## src/rtl/i2s_tx_stream.sv

```systemverilog
// I2S / left-justified stereo transmitter with a one-pair holding buffer; I2S_TX_UNDERRUN_CNT_EN adds underrun_cnt.
// Latency: an accepted pair is sent in the frame starting after the accept clk (one extra frame if hold was full).
// Backpressure: s_ready = !hold_full; hold frees on the frame-start clk, so ready reasserts from the next clk.
module i2s_tx_stream #(
  parameter int DATA_W  = 24,
  parameter int SLOT_W  = 32,
  parameter int CLK_DIV = 4
) (
  input  logic              clk,
  input  logic              rst_n,
  input  logic              enable,
  input  logic              mode_lj,
  input  logic              s_valid,
  output logic              s_ready,
  input  logic [DATA_W-1:0] s_left,
  input  logic [DATA_W-1:0] s_right,
  output logic              bclk,
  output logic              lrclk,
  output logic              dacdat,
  output logic              frame_start,
  output logic              underrun,
`ifdef I2S_TX_UNDERRUN_CNT_EN
  output logic [15:0]       underrun_cnt,
`endif
  input  logic              underrun_clr
);
  localparam int FRAME_W = 2 * SLOT_W;
  localparam int BIT_W   = $clog2(FRAME_W);
  localparam int DIV_W   = (CLK_DIV > 1) ? $clog2(CLK_DIV) : 1;

  logic [DIV_W-1:0]  div_q, div_d;
  logic [BIT_W-1:0]  bit_cnt_q, bit_cnt_d;
  logic              bclk_q, bclk_d, lrclk_q, lrclk_d, dacdat_q, dacdat_d;
  logic              frame_start_q, frame_start_d, run_q, run_d, mode_q, mode_d;
  logic              underrun_q, underrun_d, hold_full_q, hold_full_d;
  logic [DATA_W-1:0] hold_l_q, hold_l_d, hold_r_q, hold_r_d;
  logic [DATA_W-1:0] sh_l_q, sh_l_d, sh_r_q, sh_r_d;
`ifdef I2S_TX_UNDERRUN_CNT_EN
  logic [15:0]       underrun_cnt_q, underrun_cnt_d;
`endif

  logic              div_tc, fall, fstart, mode_eff, slot_r, in_data, ur_set;
  logic [BIT_W-1:0]  nxt_bit, pos, off, rel;
  logic [DATA_W-1:0] src_l, src_r;

  assign div_tc = (div_q == DIV_W'(CLK_DIV - 1));

  always_comb begin
    div_d         = div_q;
    bit_cnt_d     = bit_cnt_q;
    bclk_d        = bclk_q;
    lrclk_d       = lrclk_q;
    dacdat_d      = dacdat_q;
    frame_start_d = 1'b0;
    run_d         = run_q;
    mode_d        = mode_q;
    underrun_d    = underrun_q;
    hold_full_d   = hold_full_q;
    hold_l_d      = hold_l_q;
    hold_r_d      = hold_r_q;
    sh_l_d        = sh_l_q;
    sh_r_d        = sh_r_q;
    fall          = 1'b0;
    fstart        = 1'b0;
    nxt_bit       = bit_cnt_q;
    mode_eff      = mode_q;
    slot_r        = 1'b0;
    pos           = '0;
    off           = '0;
    rel           = '0;
    in_data       = 1'b0;
    src_l         = sh_l_q;
    src_r         = sh_r_q;

    if (!enable) begin
      div_d     = '0;
      bit_cnt_d = '0;
      bclk_d    = 1'b0;
      lrclk_d   = 1'b0;
      dacdat_d  = 1'b0;
      run_d     = 1'b0;
    end else begin
      if (div_tc) begin
        div_d  = '0;
        bclk_d = ~bclk_q;
        fall   = bclk_q;
      end else begin
        div_d = div_q + 1'b1;
      end

      if (fall) begin
        // The first fall after enable always opens a fresh frame.
        nxt_bit = (!run_q || bit_cnt_q == BIT_W'(FRAME_W - 1)) ? '0 : bit_cnt_q + 1'b1;
        fstart  = (nxt_bit == '0);
        if (fstart) begin
          mode_eff = mode_lj;
          src_l    = hold_full_q ? hold_l_q : '0;
          src_r    = hold_full_q ? hold_r_q : '0;
        end
        slot_r  = (nxt_bit >= BIT_W'(SLOT_W));
        pos     = slot_r ? nxt_bit - BIT_W'(SLOT_W) : nxt_bit;
        off     = mode_eff ? '0 : BIT_W'(1);
        rel     = pos - off;
        in_data = (pos >= off) && (rel < BIT_W'(DATA_W));

        run_d         = 1'b1;
        bit_cnt_d     = nxt_bit;
        mode_d        = mode_eff;
        frame_start_d = fstart;
        lrclk_d       = mode_eff ? ~slot_r : slot_r;
        dacdat_d      = 1'b0;
        sh_l_d        = src_l;
        sh_r_d        = src_r;
        if (in_data) begin
          if (slot_r) begin
            dacdat_d = src_r[DATA_W-1];
            sh_r_d   = {src_r[DATA_W-2:0], 1'b0};
          end else begin
            dacdat_d = src_l[DATA_W-1];
            sh_l_d   = {src_l[DATA_W-2:0], 1'b0};
          end
        end
      end
    end

    // Frame start checks the registered hold state, so a same-clk transfer waits a frame.
    ur_set = fstart && !hold_full_q;
    if (fstart && hold_full_q) hold_full_d = 1'b0;
    if (s_valid && !hold_full_q) begin
      hold_full_d = 1'b1;
      hold_l_d    = s_left;
      hold_r_d    = s_right;
    end

    if (ur_set)            underrun_d = 1'b1;
    else if (underrun_clr) underrun_d = 1'b0;

`ifdef I2S_TX_UNDERRUN_CNT_EN
    underrun_cnt_d = underrun_clr ? 16'd0 : underrun_cnt_q;
    if (ur_set) begin
      if (underrun_clr)                   underrun_cnt_d = 16'd1;
      else if (underrun_cnt_q != 16'hFFFF) underrun_cnt_d = underrun_cnt_q + 16'd1;
    end
`endif
  end

  always_ff @(posedge clk or negedge rst_n) begin
    if (!rst_n) begin
      div_q         <= '0;
      bit_cnt_q     <= '0;
      bclk_q        <= 1'b0;
      lrclk_q       <= 1'b0;
      dacdat_q      <= 1'b0;
      frame_start_q <= 1'b0;
      run_q         <= 1'b0;
      mode_q        <= 1'b0;
      underrun_q    <= 1'b0;
      hold_full_q   <= 1'b0;
      hold_l_q      <= '0;
      hold_r_q      <= '0;
      sh_l_q        <= '0;
      sh_r_q        <= '0;
`ifdef I2S_TX_UNDERRUN_CNT_EN
      underrun_cnt_q <= 16'd0;
`endif
    end else begin
      div_q         <= div_d;
      bit_cnt_q     <= bit_cnt_d;
      bclk_q        <= bclk_d;
      lrclk_q       <= lrclk_d;
      dacdat_q      <= dacdat_d;
      frame_start_q <= frame_start_d;
      run_q         <= run_d;
      mode_q        <= mode_d;
      underrun_q    <= underrun_d;
      hold_full_q   <= hold_full_d;
      hold_l_q      <= hold_l_d;
      hold_r_q      <= hold_r_d;
      sh_l_q        <= sh_l_d;
      sh_r_q        <= sh_r_d;
`ifdef I2S_TX_UNDERRUN_CNT_EN
      underrun_cnt_q <= underrun_cnt_d;
`endif
    end
  end

  assign s_ready     = ~hold_full_q;
  assign bclk        = bclk_q;
  assign lrclk       = lrclk_q;
  assign dacdat      = dacdat_q;
  assign frame_start = frame_start_q;
  assign underrun    = underrun_q;
`ifdef I2S_TX_UNDERRUN_CNT_EN
  assign underrun_cnt = underrun_cnt_q;
`endif

endmodule

```

## config.mk

```make
export PLATFORM = sky130hd
export DESIGN_NAME = i2s_tx_stream
export DESIGN_NICKNAME = d
export VERILOG_FILES = /design/src/rtl/i2s_tx_stream.sv
export SDC_FILE = /design/constraint.sdc
export NUM_CORES = 1
export LEC_CHECK = 0
export ABC_CLOCK_PERIOD_IN_PS = 4600
export CAP_MARGIN = 25
export CORE_MARGIN = 3
export CORE_UTILIZATION = 35
export DETAILED_ROUTE_END_ITERATION = 7
export GPL_TIMING_DRIVEN = 0
export PLACE_DENSITY = 0.6
export SYNTH_ARGS = -nofsm -noshare
export SYNTH_HDL_FRONTEND = slang
export SYNTH_SLANG_ARGS = --single-unit
```

## constraint.sdc

```tcl
create_clock -name clk -period 4.6 [get_ports clk]
set_input_delay 1.38 -clock clk [delete_from_list [all_inputs] [get_ports clk]]
set_output_delay 1.38 -clock clk [all_outputs]
set_load 0.01 [all_outputs]
```

# Word level (Yosys, flattened, before mapping)
# Cells that the tools add are included.
classes:
  add_sub_neg: 4
  mul: 0
  n_div: 0
  order_cmp: 3
  eq_ne: 4
  shifts: 0
  n_mux: 37
  bitwise: 3
  reduce_logical: 11
ops:
  columns: ["op", "count"]
  rows:
  - ["two-way mux 24 bit", 8]
  - ["two-way mux 6 bit", 4]
  - ["two-way mux 1 bit", 23]
  - ["adder 6 x 1 -> 6 bit, second input constant", 1]
  - ["== test 6 bit, second input constant", 1]
  - ["greater-or-equal comparator 6 x 1 -> 1 bit", 1]
  - ["greater-or-equal comparator 6 bit, second input constant", 1]
  - ["zero test 6 bit", 1]
  - ["less-than comparator 6 x 5 -> 1 bit, second input constant", 1]
  - ["subtractor 6 x 1 -> 6 bit", 1]
  - ["subtractor 6 bit, second input constant", 1]
  - ["logical AND 1 bit", 4]
  - ["two-way mux 2 bit", 2]
  - ["!= test 2 x 1 -> 1 bit, second input constant", 2]
  - ["nonzero test 2 bit", 2]
  - ["NOT 1 bit", 3]
  - ["adder 2 x 1 -> 2 bit, second input constant", 1]
  - ["== test 2 bit, second input constant", 1]
  - ["zero test 1 bit", 2]
  - ["AND reduction 2 bit", 1]
  - ["logical OR 1 bit", 1]
totals:
  reg_bits: 112
  latch_bits: 0
  mem_bits_rw: 0
  mem_bits_ro: 0
  input_bits: 54
  word_cells: 76
  mem_count: 0

# Logic depth before layout (Yosys ltp)
# Gate-level depths: netlist of run 1.
logic_depth:
  ltp_word: 14
  ltp_mapped: 15
  depth_no_buf: 12

# Worst setup path before layout of run 1
# No wires, ideal clock.
synth_path:
  kind: "register to register"
  startpoint: "register bit_cnt_q[0]"
  endpoint: "register sh_l_q[11]"
  arrival_time_ns: 3.162
  required_ns: 4.510
  slack_ns: 1.348
  path_stages_with_launch: 16
  path_cell_list: "dfrtp_1 > ha_1 > buf_2 > nand3_1 > o21ai_2 > o31ai_4 > mux2i_1 > ha_1 > nor2b_1 > a2bb2oi_1 > nor3_1 > nor3_4 > nand2b_1 > buf_4 > buf_6 > o221ai_1"
synth_between:
  elab_chain_len: 12
synth_rtl:
  columns: ["element", "line_no", "rtl"]
  rows:
  - ["start: declaration", "32", "logic [BIT_W-1:0] bit_cnt_q, bit_cnt_d;"]
  - ["start signal: assignment", "168", "bit_cnt_q <= bit_cnt_d;"]
  - ["parallel branches: the longest is 2 deep, another holds adder 6 x 1 -> 6 bit", null, null]
  - ["two-way mux 6 bit (*)", "93", "nxt_bit = (!run_q || bit_cnt_q == BIT_W'(FRAME_W - 1)) ? '0 : bit_cnt_q + 1'b1;"]
  - ["parallel branches: the longest is 8 deep, another holds subtractor 6 bit", null, null]
  - ["two-way mux 24 bit (*)", "114", "if (in_data) begin"]
  - ["end signal: assignment", "179", "sh_l_q <= sh_l_d;"]
  - ["end: declaration", "37", "logic [DATA_W-1:0] sh_l_q, sh_l_d, sh_r_q, sh_r_d;"]
# Mark *: on every way between the ends. The select of a mux whose other input is x is not followed.
# A chain may end at the register's enable or synchronous reset.

# Final worst setup path of run 1
layout_path:
  startpoint: "register bit_cnt_q[0]"
  endpoint: "register sh_r_q[5]"
layout_between:
  elab_chain_len: 12
layout_rtl:
  columns: ["element", "line_no", "rtl"]
  rows:
  - ["parallel branches: the longest is 2 deep, another holds adder 6 x 1 -> 6 bit", null, null]
  - ["two-way mux 6 bit (*)", "93", null]
  - ["parallel branches: the longest is 8 deep, another holds subtractor 6 bit", null, null]
  - ["two-way mux 24 bit (*)", "114", null]
  - ["end signal: assignment", "180", "sh_r_q <= sh_r_d;"]
  - ["end: declaration", "37", null]
# Marks and branches as above.

==> results.json, run 1 <==
{
  "status": "finished clean",
  "antenna_found_initial": 0,
  "drc": 0,
  "finalPower_mw": 2.890,
  "drt-initial-drc-count": 350,
  "hpwlAfterDp_um": 8817,
  "num_vias": 3990,
  "p_per_area_nw_per_um2": 455.9,
  "ys_seq_area_frac": 0.5379,
  "worstSetupEndpointType": "register",
  "yosys.cell_types.count": 58,
  "cts_made_buffers": 9,
  "post-cts-setup-buffers": 0,
  "synthesis.nets": 516,
  "worstReg2RegStart": "bit_cnt_q[0]",
  "tightest_slew_ns": 0.8517,
  "cp_data_required_time_ns": 4.81,
  "grt_use_total": 0.1609,
  "syn-cell-area_um2": 5210,
  "setup.worst_path.start": "bit_cnt_q[0]",
  "grt_pass1_vias": 4103,
  "start_kind": "register",
  "nets": 587,
  "crit_fanout": 10,
  "post-synth-top-area-fraction": 0.5379,
  "timing.final.crit_share": 0.8693,
  "multiInputGateArea_um2": 2215,
  "yosys-top-cells-area": "dfrtp_1 54%, mux2_2 11%, o221ai_1 6.4%",
  "die_area_um2": 16390,
  "grt_pass1_wl_um": 21040,
  "clk_pin_slew_ns": 0.07,
  "worstSetupPathType": "register to register",
  "drive_above_1_share": 0.1720,
  "clock-sinks": 112,
  "start_util": 0.3668,
  "hold_path.class": "register to register",
  "synth-seq-cells": 112,
  "relSlewSlack": 0.4322,
  "p_leak_nw": 2.666,
  "synth_ff_type": "dfrtp_1",
  "hold_viol": 0,
  "synthArstFlopShare": 1.000,
  "routabilityCongestion": 0.8184,
  "avgSynthCellArea_um2": 11.35,
  "insertion_delay_ns": 0.36,
  "syn_inst": 459,
  "synthToLayoutAreaGrowth_pct": 21.69,
  "final_util": 0.4464,
  "cts-htree-levels": 3,
  "crit_arrival_ns": 4.21,
  "worstPathCellList": "ha_1, buf_2, nand3_1, o21ai_2, o31ai_4, mux2i_1, ha_1, nor2b_1, a2bb2oi_1, or3_1, nand3_1, nand2_1, clkbuf_1, o221ai_1",
  "seqCellArea_um2": 2803,
  "synth_common_cells": "112 x dfrtp_1, 63 x nand2_1, 51 x mux2_2",
  "clockBufferDepth": 2,
  "ioPinCount": 60,
  "cts-root-buf": "clkbuf_16",
  "cts_resized": 0,
  "vias_per_cell": 5.580,
  "whs_ns": 0.4335,
  "firstDrtPassIters": 4,
  "yosys.area.top_type": "dfrtp_1",
  "ys_warn_count": 0,
  "die_w_um": 128.0,
  "port_buffers": 59,
  "row_count": 43,
  "finalMaxSlewViolations": 0,
  "drv_cap": 0,
  "postRouteAntennaNets": 0,
  "overflow": 0,
  "ctsHoldBuffers": 0,
  "synth_edf_count": 0,
  "core_um2": 14200,
  "chipHeight_um": 128.0,
  "wirelength_um": 12440,
  "setup_viol": 0,
  "fin_crit_ns": 3.999,
  "fillerInstances": 1353,
  "fmax_mhz": 250.1,
  "synth.most_common_cell": "dfrtp_1",
  "peakVddDrop_mv": 0.2720,
  "slowest_delay_ns": 0.69,
  "dp.cells": 699,
  "final_cells": 715,
  "min_from": "div_q[0]",
  "antenna_cells": 0,
  "grt_setup_unrepaired": "false",
  "fin_skew_ns": 0.01012,
  "cts_tree": "built",
  "grt_max_degree": 65,
  "cp_slowest_cell": "o31ai_4",
  "post_drt_wl_per_cell_um": 17.40
}
[power by group]
group / switching, mW / internal, mW / total, mW
logic: 0.327 / 0.380 / 0.707
registers: 0.164 / 1.26 / 1.42
clock network: 0.375 / 0.389 / 0.764
total: 0.866 / 2.02 / 2.89
[final cells by class]
| cell class | instances | share of cell area |
|---|---|---|
| tap | 180 | 0.03552 |
| sequential | 112 | 0.4421 |
| clock buffer | 10 | 0.03769 |
| inverter | 7 | 0.004144 |
| buffer | 37 | 0.02625 |
| timing repair buffer | 60 | 0.09710 |
| multi-input combinational | 303 | 0.3493 |
| clock inverter | 6 | 0.007894 |
[worst paths after layout]
kind	slack, ns	to	depth (start not counted)
max	0.60	sh_r_q[5]	14
min in group asynchronous	1.11	run_q	1
min reg2reg	0.43	div_q[0]	1
min	0.43	div_q[0]	1
max reg2reg	0.60	sh_r_q[5]	14
max in group asynchronous	2.77	sh_l_q[4]	2
[placed cells by master (no fill, tap or decap), types with 2 or more instances in the layout]
cell type | netlist | routed
ha_1 | 3 | 3
nor3_1 | 10 | 10
a21boi_0 | 3 | 3
a22oi_1 | 40 | 40
o21ai_0 | 9 | 9
clkinv_4 | 0 | 2
a32oi_1 | 2 | 2
and2_1 | 3 | 3
o221ai_1 | 38 | 38
nand2b_1 | 4 | 4
mux2_2 | 51 | 51
clkbuf_16 | 0 | 9
nand3_1 | 7 | 7
inv_1 | 6 | 6
nor4_1 | 2 | 2
nor2b_1 | 6 | 6
nand4_1 | 4 | 4
clkdlybuf4s50_1 | 0 | 58
dfrtp_1 | 112 | 112
xor2_1 | 3 | 3
or3_1 | 2 | 2
a221oi_1 | 2 | 2
nor3b_1 | 3 | 3
o211ai_1 | 2 | 2
and3_1 | 2 | 2
a211oi_1 | 4 | 4
clkbuf_1 | 23 | 23
a21oi_1 | 6 | 6
nor2_1 | 8 | 8
nand2_1 | 63 | 63
buf_4 | 2 | 3
buf_2 | 10 | 10
[metal layers]
metal,wire length (um),GRT usage,vias up
met3,542,0.04000,12
met1,5737,0.2197,2016
li1,-,-,1874
met2,5967,0.2563,88
met5,0,0,-
met4,191,0.04370,0
[through the flow]
step,setup slack (ns),TNS (ns),instance area (um2)
after floorplan,1.348,0,5210
after global placement,-2.115,-236.10,6026
after detailed placement,0.6475,0,6051
after CTS,0.6110,0,6340
after global routing,0.2109,0,6340
final,0.6012,0,6340
[worst max-delay path: cells and delay by family, from the launching register on]
kind / cells / cell delay (ns)
AOI/OAI and AO/OA: 4 / 1.25
and+or+nand+nor: 5 / 0.81
buffers and inverters: 2 / 0.52
adders and majority gates: 2 / 0.45
DFF: 1 / 0.44
muxes: 1 / 0.36
[flip-flops by register name (all words and copies together), names as in the netlist]
register and cells:
bclk 1, dacdat 1, frame_start 1, sh_l_q 24, underrun 1, hold_l_q 24, hold_r_q 24, run_q 1
div_q 2, mode_q 1, bit_cnt_q 6, hold_full_q 1, sh_r_q 24, lrclk 1
[cell families (layout without fill, tap and decap cells)]
kind of cell,count (synthesis),in the layout,synth area share
simple gates,123,123,0.1167
compound gates,121,121,0.1823
flops,112,112,0.5379
mux,52,52,0.1122
buf+inv,44,120,0.03698
xor+xnor,4,4,0.006726
fa+ha+maj,3,3,0.007205
No activity file was read; power rests on OpenSTA's default activity.
==> inputs of run 2 (changes only) <==
- MAX_ROUTING_LAYER: not set -> met4
==> run 2 against run 1 <==
  * Via count grew 0.40%
  * Register-to-register slack about the same
  * Final cell count stayed put
  * Critical endpoint is now sh_l_q[14]
  * Largest power group unchanged
==> results.json, run 2 (synthesis results as in run 1) <==
{
  "status": "finished clean",
  "whs_ns": 0.4335,
  "final_common_cell": "dfrtp_1",
  "grt_pass1_wl_um": 20980,
  "hold_viol": 0,
  "cts-root-buf": "clkbuf_16",
  "ctsHoldBuffers": 0,
  "setup_viol": 0,
  "post_drt_wl_per_cell_um": 17.43,
  "timing.final.crit_share": 0.8696,
  "crit_fanout": 10,
  "cp_data_required_time_ns": 4.87,
  "synthToLayoutAreaGrowth_pct": 21.69,
  "overflow": 0,
  "postRouteAntennaNets": 0,
  "cp_top_family": "compound AO/OA/AOI/OAI gates",
  "core_um2": 14200,
  "wirelength_um": 12460,
  "grt_use_total": 0.1655,
  "port_buffers": 59,
  "fin_crit_ns": 4.000,
  "dp.cells": 699,
  "p_per_area_nw_per_um2": 455.8,
  "cpMostUsedCell": "ha_1",
  "chipHeight_um": 128.0,
  "fmax_mhz": 250.0,
  "worstSetupEndpointType": "register",
  "drive_above_1_share": 0.1720,
  "cts-htree-levels": 3,
  "row_count": 43,
  "num_vias": 4006,
  "antenna_found_initial": 0,
  "worstPathCellList": "ha_1, buf_2, nand3_1, o21ai_2, o31ai_4, mux2i_1, ha_1, nor2b_1, a2bb2oi_1, nor3_1, nor3_4, nand2b_1, buf_4, buf_6, o221ai_1",
  "routabilityCongestion": 0.8306,
  "grt_setup_unrepaired": "false",
  "worst-path-buf-inv": 3,
  "antenna_cells": 0,
  "tightest_slew_ns": 0.8589,
  "cts_resized": 0,
  "clk_pin_slew_ns": 0.08,
  "clockBufferDepth": 2,
  "die_area_um2": 16390,
  "relSlewSlack": 0.4274,
  "die_w_um": 128.0,
  "finalPower_mw": 2.890,
  "final_cells": 715,
  "worstSetupPathType": "register to register",
  "drc": 0,
  "grt_max_degree": 65,
  "firstDrtPassIters": 5,
  "start_kind": "register",
  "peakVddDrop_mv": 0.2717,
  "start_util": 0.3668,
  "hpwlAfterDp_um": 8817,
  "fin_skew_ns": 0.009866,
  "finalMaxSlewViolations": 0,
  "clock-sinks": 112,
  "hold_path.class": "register to register",
  "drt-initial-drc-count": 364,
  "slowest_delay_ns": 0.68,
  "insertion_delay_ns": 0.36,
  "cts_made_buffers": 9,
  "fin_setup_tns_ns": 0,
  "p_leak_nw": 2.666,
  "post-cts-setup-buffers": 0,
  "ioPinCount": 60,
  "crit_arrival_ns": 4.27,
  "nets": 587,
  "layout_common_cells": "112 x dfrtp_1, 63 x nand2_1, 58 x clkdlybuf4s50_1, 51 x mux2_2, 40 x a22oi_1",
  "vias_per_cell": 5.603,
  "cp_slowest_cell": "o31ai_4",
  "cts_tree": "built",
  "drv_cap": 0,
  "grt_pass1_vias": 4121
}
run 2: cell counts in the layout (fill, tap and decap cells not counted):
No cell type changed its count.
run 2: metal layers:
metal / vias up / wire length, um / global-route usage / share of wire
met2: 91 / 6005 / 0.2572 / 0.48
met1: 2026 / 5722 / 0.2189 / 0.46
met3: 10 / 572 / 0.03917 / 0.046
li1: 1879 / - / - / -
met4: 0 / 159 / 0.04370 / 0.013
met5: - / 0 / - / 0
run 2: cell type report:
type | count | area (um2)
Clock inverter | 6 | 50.05
Inverter | 7 | 26.28
Sequential cell | 112 | 2803
Timing Repair Buffer | 60 | 615.6
Multi-Input combinational cell | 303 | 2215
Tap cell | 180 | 225.2
Buffer | 37 | 166.4
Clock buffer | 10 | 239.0
Fill cell | 1353 | 7864
run 2: per-stage QoR:
stage	utilization	instance area, um2	worst slack (ns)
2_1_floorplan	-	5210	1.348
4_1_cts	0.4464	6340	0.6110
3_5_place_dp	0.4260	6051	0.6475
3_3_place_gp	0.4242	6026	-2.115
6_report	0.4464	6340	0.6000
5_1_grt	0.4464	6340	0.2122
run 2: path summary, 6_finish.rpt:
check	depth (start not counted)	end	slack, ns	start
max	15	sh_l_q[14]	0.60	bit_cnt_q[0]
min	1	div_q[0]	0.43	div_q[0]
max reg2reg	15	sh_l_q[14]	0.60	bit_cnt_q[0]
min reg2reg	1	div_q[0]	0.43	div_q[0]
max in group asynchronous	2	sh_l_q[4]	2.76	rst_n
min in group asynchronous	1	run_q	1.12	rst_n
run 2: report_power, final:
group / total [mW] / internal (mW) / switching, mW / leakage (nW)
Sequential: 1.42 / 1.26 / 0.164 / 1.44
Combinational: 0.708 / 0.380 / 0.328 / 1.09
Clock: 0.763 / 0.389 / 0.373 / 0.141
